`src/rtl/cic_tx_feeder_if.sv`:
```
// Host-write and CIC-sample signals of the transmit feeder.
// The master side drives the phase, requests and writes; the slave is the feeder.
interface cic_tx_feeder_if #(
  parameter int DW = 18,
  parameter int AW = 4
) ();
  logic          ce;
  logic          tie;
  logic [DW-1:0] tdi;
  logic          wr;
  logic [DW-1:0] wx;
  logic [DW-1:0] wy;
  logic          full;
  logic [AW:0]   level;

  modport master (output ce, tie, wr, wx, wy, input tdi, full, level);
  modport slave  (input ce, tie, wr, wx, wy, output tdi, full, level);
endinterface

```
`src/rtl/cic_tx_feeder.sv`:
```
// Pair FIFO feeding the dual-channel CIC interpolator: X on ce=0, Y on ce=1.
// It primes before running, substitutes zeros on underflow, and keeps sticky urun/ovr flags.
module cic_tx_feeder #(
  parameter int DW    = 18,
  parameter int AW    = 4,
  parameter int PRIME = 8
) (
  input  logic             dclk,
  input  logic             rstn,
  input  logic             en,
  input  logic             clr,
  output logic             run,
  output logic             urun,
  output logic             ovr,
  cic_tx_feeder_if.slave   bus
);
  localparam int DEPTH = 1 << AW;

  typedef enum logic [1:0] {S_IDLE, S_PRIME, S_RUN} state_t;

  state_t          st, st_nxt;
  logic [AW-1:0]   wptr, rptr;
  logic [AW:0]     lvl, lvl_nxt;
  logic            full_r;
  logic [DW-1:0]   hx, hy;
  logic [2*DW-1:0] mem [DEPTH];
  logic            flush, empty, rd, rd_ok, wr_ok, uflow, oflow;

  always_ff @(posedge dclk) begin
    if (!rstn) st <= S_IDLE;
    else       st <= st_nxt;
  end

  always_comb begin
    st_nxt = st;
    case (st)
      S_IDLE:  if (en) st_nxt = S_PRIME;
      S_PRIME: if (!en) st_nxt = S_IDLE;
               else if (lvl >= (AW+1)'(PRIME)) st_nxt = S_RUN;
      S_RUN:   if (!en) st_nxt = S_IDLE;
      default: st_nxt = S_IDLE;
    endcase
  end

  // Dropping en flushes on the same edge that the state returns to IDLE.
  always_comb begin
    run   = (st == S_RUN);
    flush = (st == S_IDLE) || !en;
    empty = (lvl == '0);
    rd    = !flush && (st == S_RUN) && bus.tie && bus.ce;
    rd_ok = rd && !empty;
    uflow = rd && empty;
    wr_ok = !flush && bus.wr && !full_r;
    oflow = !flush && bus.wr && full_r;
  end

  always_comb begin
    lvl_nxt = lvl;
    case ({wr_ok, rd_ok})
      2'b10:   lvl_nxt = lvl + (AW+1)'(1);
      2'b01:   lvl_nxt = lvl - (AW+1)'(1);
      default: lvl_nxt = lvl;
    endcase
  end

  // Distributed storage: asynchronous read of the head entry, no reset needed.
  always_ff @(posedge dclk) begin
    if (wr_ok) mem[wptr] <= {bus.wx, bus.wy};
  end

  always_ff @(posedge dclk) begin
    if (!rstn) begin
      wptr   <= '0;
      rptr   <= '0;
      lvl    <= '0;
      full_r <= 1'b0;
      hx     <= '0;
      hy     <= '0;
      urun   <= 1'b0;
      ovr    <= 1'b0;
    end else begin
      if (flush) begin
        wptr   <= '0;
        rptr   <= '0;
        lvl    <= '0;
        full_r <= 1'b0;
        hx     <= '0;
        hy     <= '0;
      end else begin
        if (wr_ok) wptr <= wptr + AW'(1);
        if (rd_ok) rptr <= rptr + AW'(1);
        if (rd)    {hx, hy} <= empty ? '0 : mem[rptr];
        lvl    <= lvl_nxt;
        full_r <= (lvl_nxt == (AW+1)'(DEPTH));
      end
      // A set event on the same edge as clr wins.
      urun <= (urun & ~clr) | uflow;
      ovr  <= (ovr  & ~clr) | oflow;
    end
  end

  assign bus.tdi   = bus.ce ? hy : hx;
  assign bus.full  = full_r;
  assign bus.level = lvl;
endmodule

```
`src/flat_wrapper.sv`:
```
// flat-port wrapper written by rule: the top's interface ports become plain ports
module cic_tx_feeder_flat 
#(
  parameter int DW    = 18,
  parameter int AW    = 4,
  parameter int PRIME = 8
)
  (dclk, rstn, en, clr, run, urun, ovr, bus_ce, bus_tie, bus_wr, bus_wx, bus_wy, bus_tdi, bus_full, bus_level);
  cic_tx_feeder_if #(.DW(DW), .AW(AW)) bus_i ();
  input  logic dclk;
  input  logic rstn;
  input  logic en;
  input  logic clr;
  output logic run;
  output logic urun;
  output logic ovr;
  input wire logic [$bits(bus_i.ce)-1:0] bus_ce;
  input wire logic [$bits(bus_i.tie)-1:0] bus_tie;
  input wire logic [$bits(bus_i.wr)-1:0] bus_wr;
  input wire logic [$bits(bus_i.wx)-1:0] bus_wx;
  input wire logic [$bits(bus_i.wy)-1:0] bus_wy;
  output wire logic [$bits(bus_i.tdi)-1:0] bus_tdi;
  output wire logic [$bits(bus_i.full)-1:0] bus_full;
  output wire logic [$bits(bus_i.level)-1:0] bus_level;
  assign bus_i.ce = bus_ce;
  assign bus_i.tie = bus_tie;
  assign bus_i.wr = bus_wr;
  assign bus_i.wx = bus_wx;
  assign bus_i.wy = bus_wy;
  assign bus_tdi = bus_i.tdi;
  assign bus_full = bus_i.full;
  assign bus_level = bus_i.level;
  cic_tx_feeder #(.DW(DW), .AW(AW), .PRIME(PRIME)) u_core (.dclk(dclk), .rstn(rstn), .en(en), .clr(clr), .run(run), .urun(urun), .ovr(ovr), .bus(bus_i));
endmodule
```
`config.mk`:
```
export PLATFORM = sky130hd
export DESIGN_NAME = cic_tx_feeder_flat
export DESIGN_NICKNAME = d
export VERILOG_FILES = /design/src/rtl/cic_tx_feeder_if.sv /design/src/rtl/cic_tx_feeder.sv /design/src/flat_wrapper.sv
export SDC_FILE = /design/constraint.sdc
export NUM_CORES = 1
export LEC_CHECK = 0
export CAP_MARGIN = 40
export CORE_ASPECT_RATIO = 1.5
export CORE_UTILIZATION = 45
export CTS_CLUSTER_DIAMETER = 100
export CTS_CLUSTER_SIZE = 12
export DETAILED_ROUTE_END_ITERATION = 16
export DONT_BUFFER_PORTS = 1
export GPL_ROUTABILITY_DRIVEN = 0
export HOLD_SLACK_MARGIN = 0.06
export SYNTH_ARGS = -nofsm -noshare
export SYNTH_HDL_FRONTEND = slang
export SYNTH_SLANG_ARGS = --single-unit
```
`constraint.sdc`:
```
create_clock -name dclk -period 8.05 [get_ports dclk]
set_clock_uncertainty 0.15 [all_clocks]
set_input_delay 0.805 -clock dclk [delete_from_list [all_inputs] [get_ports dclk]]
set_output_delay 0.805 -clock dclk [all_outputs]
set_load 0.1 [all_outputs]
```
* Word-level counts from Yosys, hierarchy flattened
Memories as Yosys holds them, arrays and structs flattened. A register that Yosys moved wholly into a read port is not among the register bits. Index checks and enable logic that the tools add are counted.
Operators by class: $add $sub $neg 4, eq/ne operators 8, magnitude comparators 1, bitwise logic cells 6, reduce and logical (&&, ||, !) cells 17, multiplexer cells 12
Operator list (count):
- 36-bit two-way mux | 1
- 18-bit two-way mux | 1
- 5-bit case mux with 2 select lines | 1
- 4-bit by 1-bit adder with 4-bit output (second input constant) | 2
- 1-bit logical AND | 8
- 2-bit two-way mux | 4
- 4-bit two-way mux | 2
- 2-bit case mux with 3 select lines | 1
- 5-bit by 1-bit adder with 5-bit output (second input constant) | 1
- 5-bit == test (second input constant) | 1
- 5-bit by 4-bit greater-or-equal comparator with 1-bit output (second input constant) | 1
- 5-bit logical NOT | 1
- 5-bit by 1-bit subtractor with 5-bit output (second input constant) | 1
- 2-bit by 1-bit == test with 1-bit output (second input constant) | 2
- 2-bit == test (second input constant) | 2
- 1-bit logical NOT | 4
- 2-bit inequality test (second input constant) | 2
- 3-bit by 2-bit inequality test with 1-bit output (second input constant) | 1
- 3-bit AND reduction | 1
- 1-bit bitwise AND | 2
- 2-bit logical NOT | 1
- 1-bit two-way mux | 2
- 1-bit inverter | 2
- 1-bit OR | 2
- other kinds (2) | 2
Word-level totals: RAM bits 576, memories 1, register bits after elaboration 54
Memory list:
- u_core.mem | depth 16, width 36, rd ports 1, clocked after memory_dff 1, wr ports 1, RTL line cic_tx_feeder.sv:26 | logic [2*DW-1:0] mem [DEPTH];

* Depth between registers and ports, before layout
depth in word-level cells 10, mapped depth 12, mapped depth without buffers 11

* Least setup slack after synthesis
Ideal clock, no wire load.
path kind input-to-reg, from input en, to memory u_core.mem[3][0] (netlist bit), enable pin, setup slack 3.528 ns, setup time 0.474 ns, arrival time 3.898 ns, data required time 7.426 ns, stages on the path 4, buffers on the path 0, path through o211ai_1 -> nor2_1 -> nand2_1 -> nor3_1
Between the ends: word-level cells in the longest chain between the ends 7
Ends and longest elaborated chain:
- start, declared | RTL line flat_wrapper.sv:12 | input logic en;
- 1-bit logical NOT
- 1-bit logical OR | RTL line cic_tx_feeder.sv:48 | flush = (st == S_IDLE) || !en;
- 1-bit logical NOT | RTL line cic_tx_feeder.sv:53 | wr_ok = !flush && bus.wr && !full_r;
- 1-bit logical AND (2 in series) | RTL line cic_tx_feeder.sv:53
- 1-bit two-way mux | RTL line cic_tx_feeder.sv:68 | if (wr_ok) mem[wptr] <= {bus.wx, bus.wy};
- 1-bit two-way mux (implied by the code) | RTL line cic_tx_feeder.sv:68
- end, declared | RTL line cic_tx_feeder.sv:26
No other way between the ends.

* Final worst setup path
from register u_core.lvl[1] (netlist: u_core.bus.level[1]), to register u_core.full_r (netlist: u_core.bus.full)
Between the ends: word-level cells in the longest chain between the ends 6, elaborated cells on any way between the ends 9, those cells by class 2 x add/sub; 3 x eq/ne; 1 x mux; 3 x reduce/logical
Ends and longest elaborated chain:
- start, declared | RTL line cic_tx_feeder.sv:23 | logic [AW:0] lvl, lvl_nxt;
- start signal, assigned | RTL line cic_tx_feeder.sv:93 | lvl <= lvl_nxt;
- parallel branches: the longest is 4 deep, another holds 5-bit by 1-bit subtractor with 5-bit output
- 5-bit case mux with 2 select lines (*) | RTL line cic_tx_feeder.sv:59 | case ({wr_ok, rd_ok})
- 5-bit == test (*) | RTL line cic_tx_feeder.sv:94 | full_r <= (lvl_nxt == (AW+1)'(DEPTH));
- end signal, assigned | RTL line cic_tx_feeder.sv:94
- end, declared | RTL line cic_tx_feeder.sv:24 | logic full_r;
Every way passes the cells marked *. A chain may end at the register's enable or synchronous reset.

==> impl_metrics.xml <==
<?xml version="1.0" encoding="UTF-8"?>
<metrics>
  <group name="detailed_routing">
    <metric name="first_pass_iters" unit="">5</metric>
    <metric name="routed_wire_length_per_instance" unit="um">27.7</metric>
    <metric name="met3_wirelength" unit="mm">3.15</metric>
    <metric name="initialDrtViolationCount" unit="">816</metric>
    <metric name="routedLengthMet1" unit="mm">20.8</metric>
    <metric name="drt-total-wl" unit="mm">52.9</metric>
    <metric name="dr_total_vias" unit="">11100</metric>
    <metric name="amount_of_wire_on_met2_after_detailed_routing" unit="mm">27.4</metric>
    <metric name="drt-vias-per-instance" unit="">5.79</metric>
    <metric name="top_layer_used" unit="">met5</metric>
    <metric name="remaining_routing_drc_violations" unit="">0</metric>
    <metric name="final_antenna_net_count" unit="">0</metric>
  </group>
  <group name="cells_and_area">
    <metric name="num-fill-cells" unit="">4158</metric>
    <metric name="drive_gt1_share" unit="%">29.0</metric>
    <metric name="layout-area-overhead-vs-synth" unit="%">11.4</metric>
    <metric name="antennaDiodeCount" unit="">0</metric>
    <metric name="multi_input_comb_area" unit="mm^2">0.00560</metric>
    <metric name="fin_nets" unit="">1233</metric>
    <metric name="area.sequential" unit="mm^2">0.0185</metric>
  </group>
  <group name="clocking">
    <metric name="post_cts_hold_buffers" unit="">0</metric>
    <metric name="clock_sinks" unit="">634</metric>
    <metric name="cts_tree" unit="">yes</metric>
    <metric name="cts_buffers" unit="">58</metric>
    <metric name="clock_root_buffer" unit="">sky130_fd_sc_hd__clkbuf_16</metric>
    <metric name="ctsHtreeMaxLevel" unit="">2</metric>
    <metric name="cts.reportedPaths.clkPinSlew" unit="ns">0.07</metric>
    <metric name="cts_post_setup_buffers_inserted" unit="">0</metric>
    <metric name="post_cts.resized_instances" unit="">0</metric>
    <metric name="clock_path_buffers" unit="">3</metric>
    <metric name="skew_pair_late_insertion_delay" unit="ns">0.59</metric>
  </group>
  <group name="grt">
    <metric name="largest_net_degree_at_the_start_of_global_routing" unit="">104</metric>
    <metric name="grt_first_pass_wirelength" unit="mm">78.6</metric>
    <metric name="grt_remaining_overflow" unit="">0</metric>
    <metric name="global_route.usage.total" unit="%">20.0</metric>
    <metric name="first_global_vias" unit="">12100</metric>
    <metric name="grt_antenna_before_repair" unit="">3</metric>
  </group>
  <group name="critical_path">
    <metric name="critical_path_arrival" unit="ns">3.61</metric>
    <metric name="required_time_at_the_worst_slack_endpoint" unit="ns">8.39</metric>
    <metric name="cp-start-kind" unit="">register</metric>
    <metric name="timing.critical_path.to_type" unit="">register</metric>
    <metric name="setup.worst_path.class" unit="">register to register</metric>
    <metric name="path_max_fanout" unit="">9</metric>
  </group>
  <group name="sta">
    <metric name="setup_viol_count_final" unit="">0</metric>
    <metric name="grt_setup_unrepaired" unit="">no</metric>
    <metric name="normalized_max_slew_margin" unit="%">40.5</metric>
    <metric name="final.setup.tns" unit="ns">0</metric>
    <metric name="timing.final.max_slew_violations" unit="">0</metric>
    <metric name="finalHoldViolCount" unit="">0</metric>
    <metric name="timing.final.crit_period" unit="ns">3.27</metric>
    <metric name="max_freq" unit="MHz">305</metric>
    <metric name="max_slew.worst_pin.slew" unit="ns">0.893</metric>
    <metric name="post-route-period-util" unit="%">40.7</metric>
  </group>
  <group name="synthesis">
    <metric name="synthesis.area" unit="mm^2">0.0242</metric>
    <metric name="seq_area_frac_synth" unit="%">76.1</metric>
    <metric name="yosys_warnings" unit="">0</metric>
    <metric name="synth_fp_nets" unit="">1195</metric>
    <metric name="average_cell_area_after_synthesis" unit="um^2">21.2</metric>
    <metric name="post-synth-top-count-cell" unit="">sky130_fd_sc_hd__edfxtp_1</metric>
    <metric name="postSynthRegisterBits" unit="">634</metric>
    <metric name="synthFlopType" unit="">sky130_fd_sc_hd__edfxtp_1</metric>
    <metric name="synthesis.instances" unit="">1144</metric>
    <metric name="synth_commonest_cells" unit="">sky130_fd_sc_hd__edfxtp_1, sky130_fd_sc_hd__mux4_2, sky130_fd_sc_hd__mux2_2</metric>
    <metric name="netlist.area_leader.share" unit="%">71.3</metric>
    <metric name="post_synth_num_cell_types" unit="">40</metric>
    <metric name="synth_enable_flop_cells" unit="">576</metric>
    <metric name="synth_top_cells_by_area" unit="">sky130_fd_sc_hd__edfxtp_1, sky130_fd_sc_hd__mux4_2, sky130_fd_sc_hd__dfxtp_1, sky130_fd_sc_hd__mux2_2, sky130_fd_sc_hd__nand2_1</metric>
    <metric name="netlist.top_cell.by_area" unit="">sky130_fd_sc_hd__edfxtp_1</metric>
    <metric name="synth-async-reset-ratio" unit="%">0</metric>
  </group>
  <group name="power_and_ir_drop">
    <metric name="ir_worst_vdd" unit="mV">0.203</metric>
    <metric name="report.power.total" unit="mW">6.14</metric>
    <metric name="power.density_cell_area" unit="mW/mm^2">227</metric>
    <metric name="static-leakage-power" unit="nW">8.29</metric>
  </group>
  <group name="place">
    <metric name="portBuffers" unit="">0</metric>
    <metric name="place.detailed.hpwl" unit="mm">27.8</metric>
  </group>
  <group name="floorplanning">
    <metric name="chipWidth" unit="um">192</metric>
    <metric name="floorplan.io_pins" unit="">70</metric>
    <metric name="starting_utilization_of_the_core_area" unit="%">45.8</metric>
    <metric name="die_h" unit="um">286</metric>
    <metric name="floorplan.die_area" unit="mm^2">0.0548</metric>
    <metric name="core_area" unit="mm^2">0.0530</metric>
    <metric name="floorplan.rows" unit="">103</metric>
  </group>
  <group name="outcome">
    <metric name="run_status" unit="">finished clean</metric>
  </group>
  <group name="flow_run">
    <metric name="drv.max_cap_violation_count" unit="">0</metric>
  </group>
  <group name="worst_hold_path">
    <metric name="worstHoldPathType" unit="">input port to register</metric>
  </group>
</metrics>
cells in the final DEF, fill, tap and decap left out, drive strengths merged, types with 5 or more instances in the layout:
| cell type | n |
|---|---|
| ha | 8 |
| clkbuf | 108 |
| inv | 7 |
| dfxtp | 58 |
| buf | 36 |
| nor3 | 6 |
| nand2 | 82 |
| xor2 | 8 |
| xnor2 | 5 |
| mux4 | 144 |
| mux2 | 90 |
| a21oi | 5 |
| nor2 | 35 |
| edfxtp | 576 |
| a22oi | 38 |
worst paths after layout:
kind,slack (ns),endpoint,depth (start not counted),startpoint
worst max register to register,4.78,u_core.bus.full$_SDFF_PP0_,10,u_core.bus.level[1]$_SDFF_PP0_
worst min register to register,0.34,u_core.hy[5]$_SDFFE_PP0N_,2,u_core.hy[5]$_SDFFE_PP0N_
worst max-delay path,4.78,u_core.bus.full$_SDFF_PP0_,10,u_core.bus.level[1]$_SDFF_PP0_
worst min-delay path,0.15,u_core.mem[1][11]$_DFFE_PP_,0,bus_wy[11]
per-layer routing:
layer,global-route usage [%],up-vias
met2,34.9,312
li1,-,4756
met5,0,-
met4,5.95,2
met3,3.83,94
met1,25.2,5920
worst max-delay path, cell delays in order (launching register included):
cell and delay (ns):
sky130_fd_sc_hd__dfxtp_1 0.31, sky130_fd_sc_hd__buf_4 0.33, sky130_fd_sc_hd__nor3_2 0.15, sky130_fd_sc_hd__a211oi_4 0.45
sky130_fd_sc_hd__ha_1 0.46, sky130_fd_sc_hd__xor2_1 0.20, sky130_fd_sc_hd__ha_1 0.22, sky130_fd_sc_hd__a211oi_1 0.10
sky130_fd_sc_hd__nor4_1 0.42, sky130_fd_sc_hd__xnor2_1 0.19, sky130_fd_sc_hd__and4b_1 0.21
final cells by class:
class                           count  share of cell area, %
Inverter                            6                 0.0834
Tap cell                          682                   3.16
Timing Repair Buffer               36                   1.44
Multi-Input combinational cell    446                   20.7
Sequential cell                   634                   68.4
Clock inverter                      1                 0.0324
Clock buffer                      108                   6.18
through the flow:
stage	setup WS, ns	hold slack [ns]	cell area [um^2]	cells	utilization (%)
final	4.78	0.147	27000	1913	51.0
after global routing	4.48	0.120	27000	1913	51.0
after CTS	4.76	0.121	27000	1913	51.0
after detailed placement	4.47	0.324	25300	1804	47.8
after global placement	4.33	0.317	25100	1794	47.5
after floorplan	3.53	0.292	24200	1144	-
registers in the layout, indices dropped and copies added, names as in the netlist, named ones only:
name and flops:
u_core.bus.level 5, u_core.st 2, u_core.hx 18, u_core.rptr 4, u_core.urun 1, u_core.bus.full 1
u_core.wptr 4, u_core.hy 18, u_core.ovr 1, u_core.mem 576
power by group:
group / switching [mW] / internal, mW / total, mW / leakage [nW]
clock: 1.15 / 1.38 / 2.53 / 0.795
sequential: 0.00137 / 3.59 / 3.59 / 5.65
combinational: 0.0105 / 0.00794 / 0.0185 / 1.85
total: 1.16 / 4.98 / 6.14 / 8.29
kinds of logic (layout without fill, tap and decap cells):
| family | after synthesis | count (layout) | share of synthesized area (%) |
|---|---|---|---|
| AND/OR/NAND/NOR | 137 | 137 | 2.42 |
| AO/OA/AOI/OAI | 52 | 52 | 1.65 |
| XOR/XNOR | 13 | 13 | 0.470 |
| flip-flops | 634 | 634 | 76.1 |
| multiplexers | 236 | 236 | 17.6 |
| buffers and inverters | 64 | 151 | 1.29 |
| adder cells (fa/ha/maj) | 8 | 8 | 0.413 |
No activity file was read; power rests on OpenSTA's default activity.
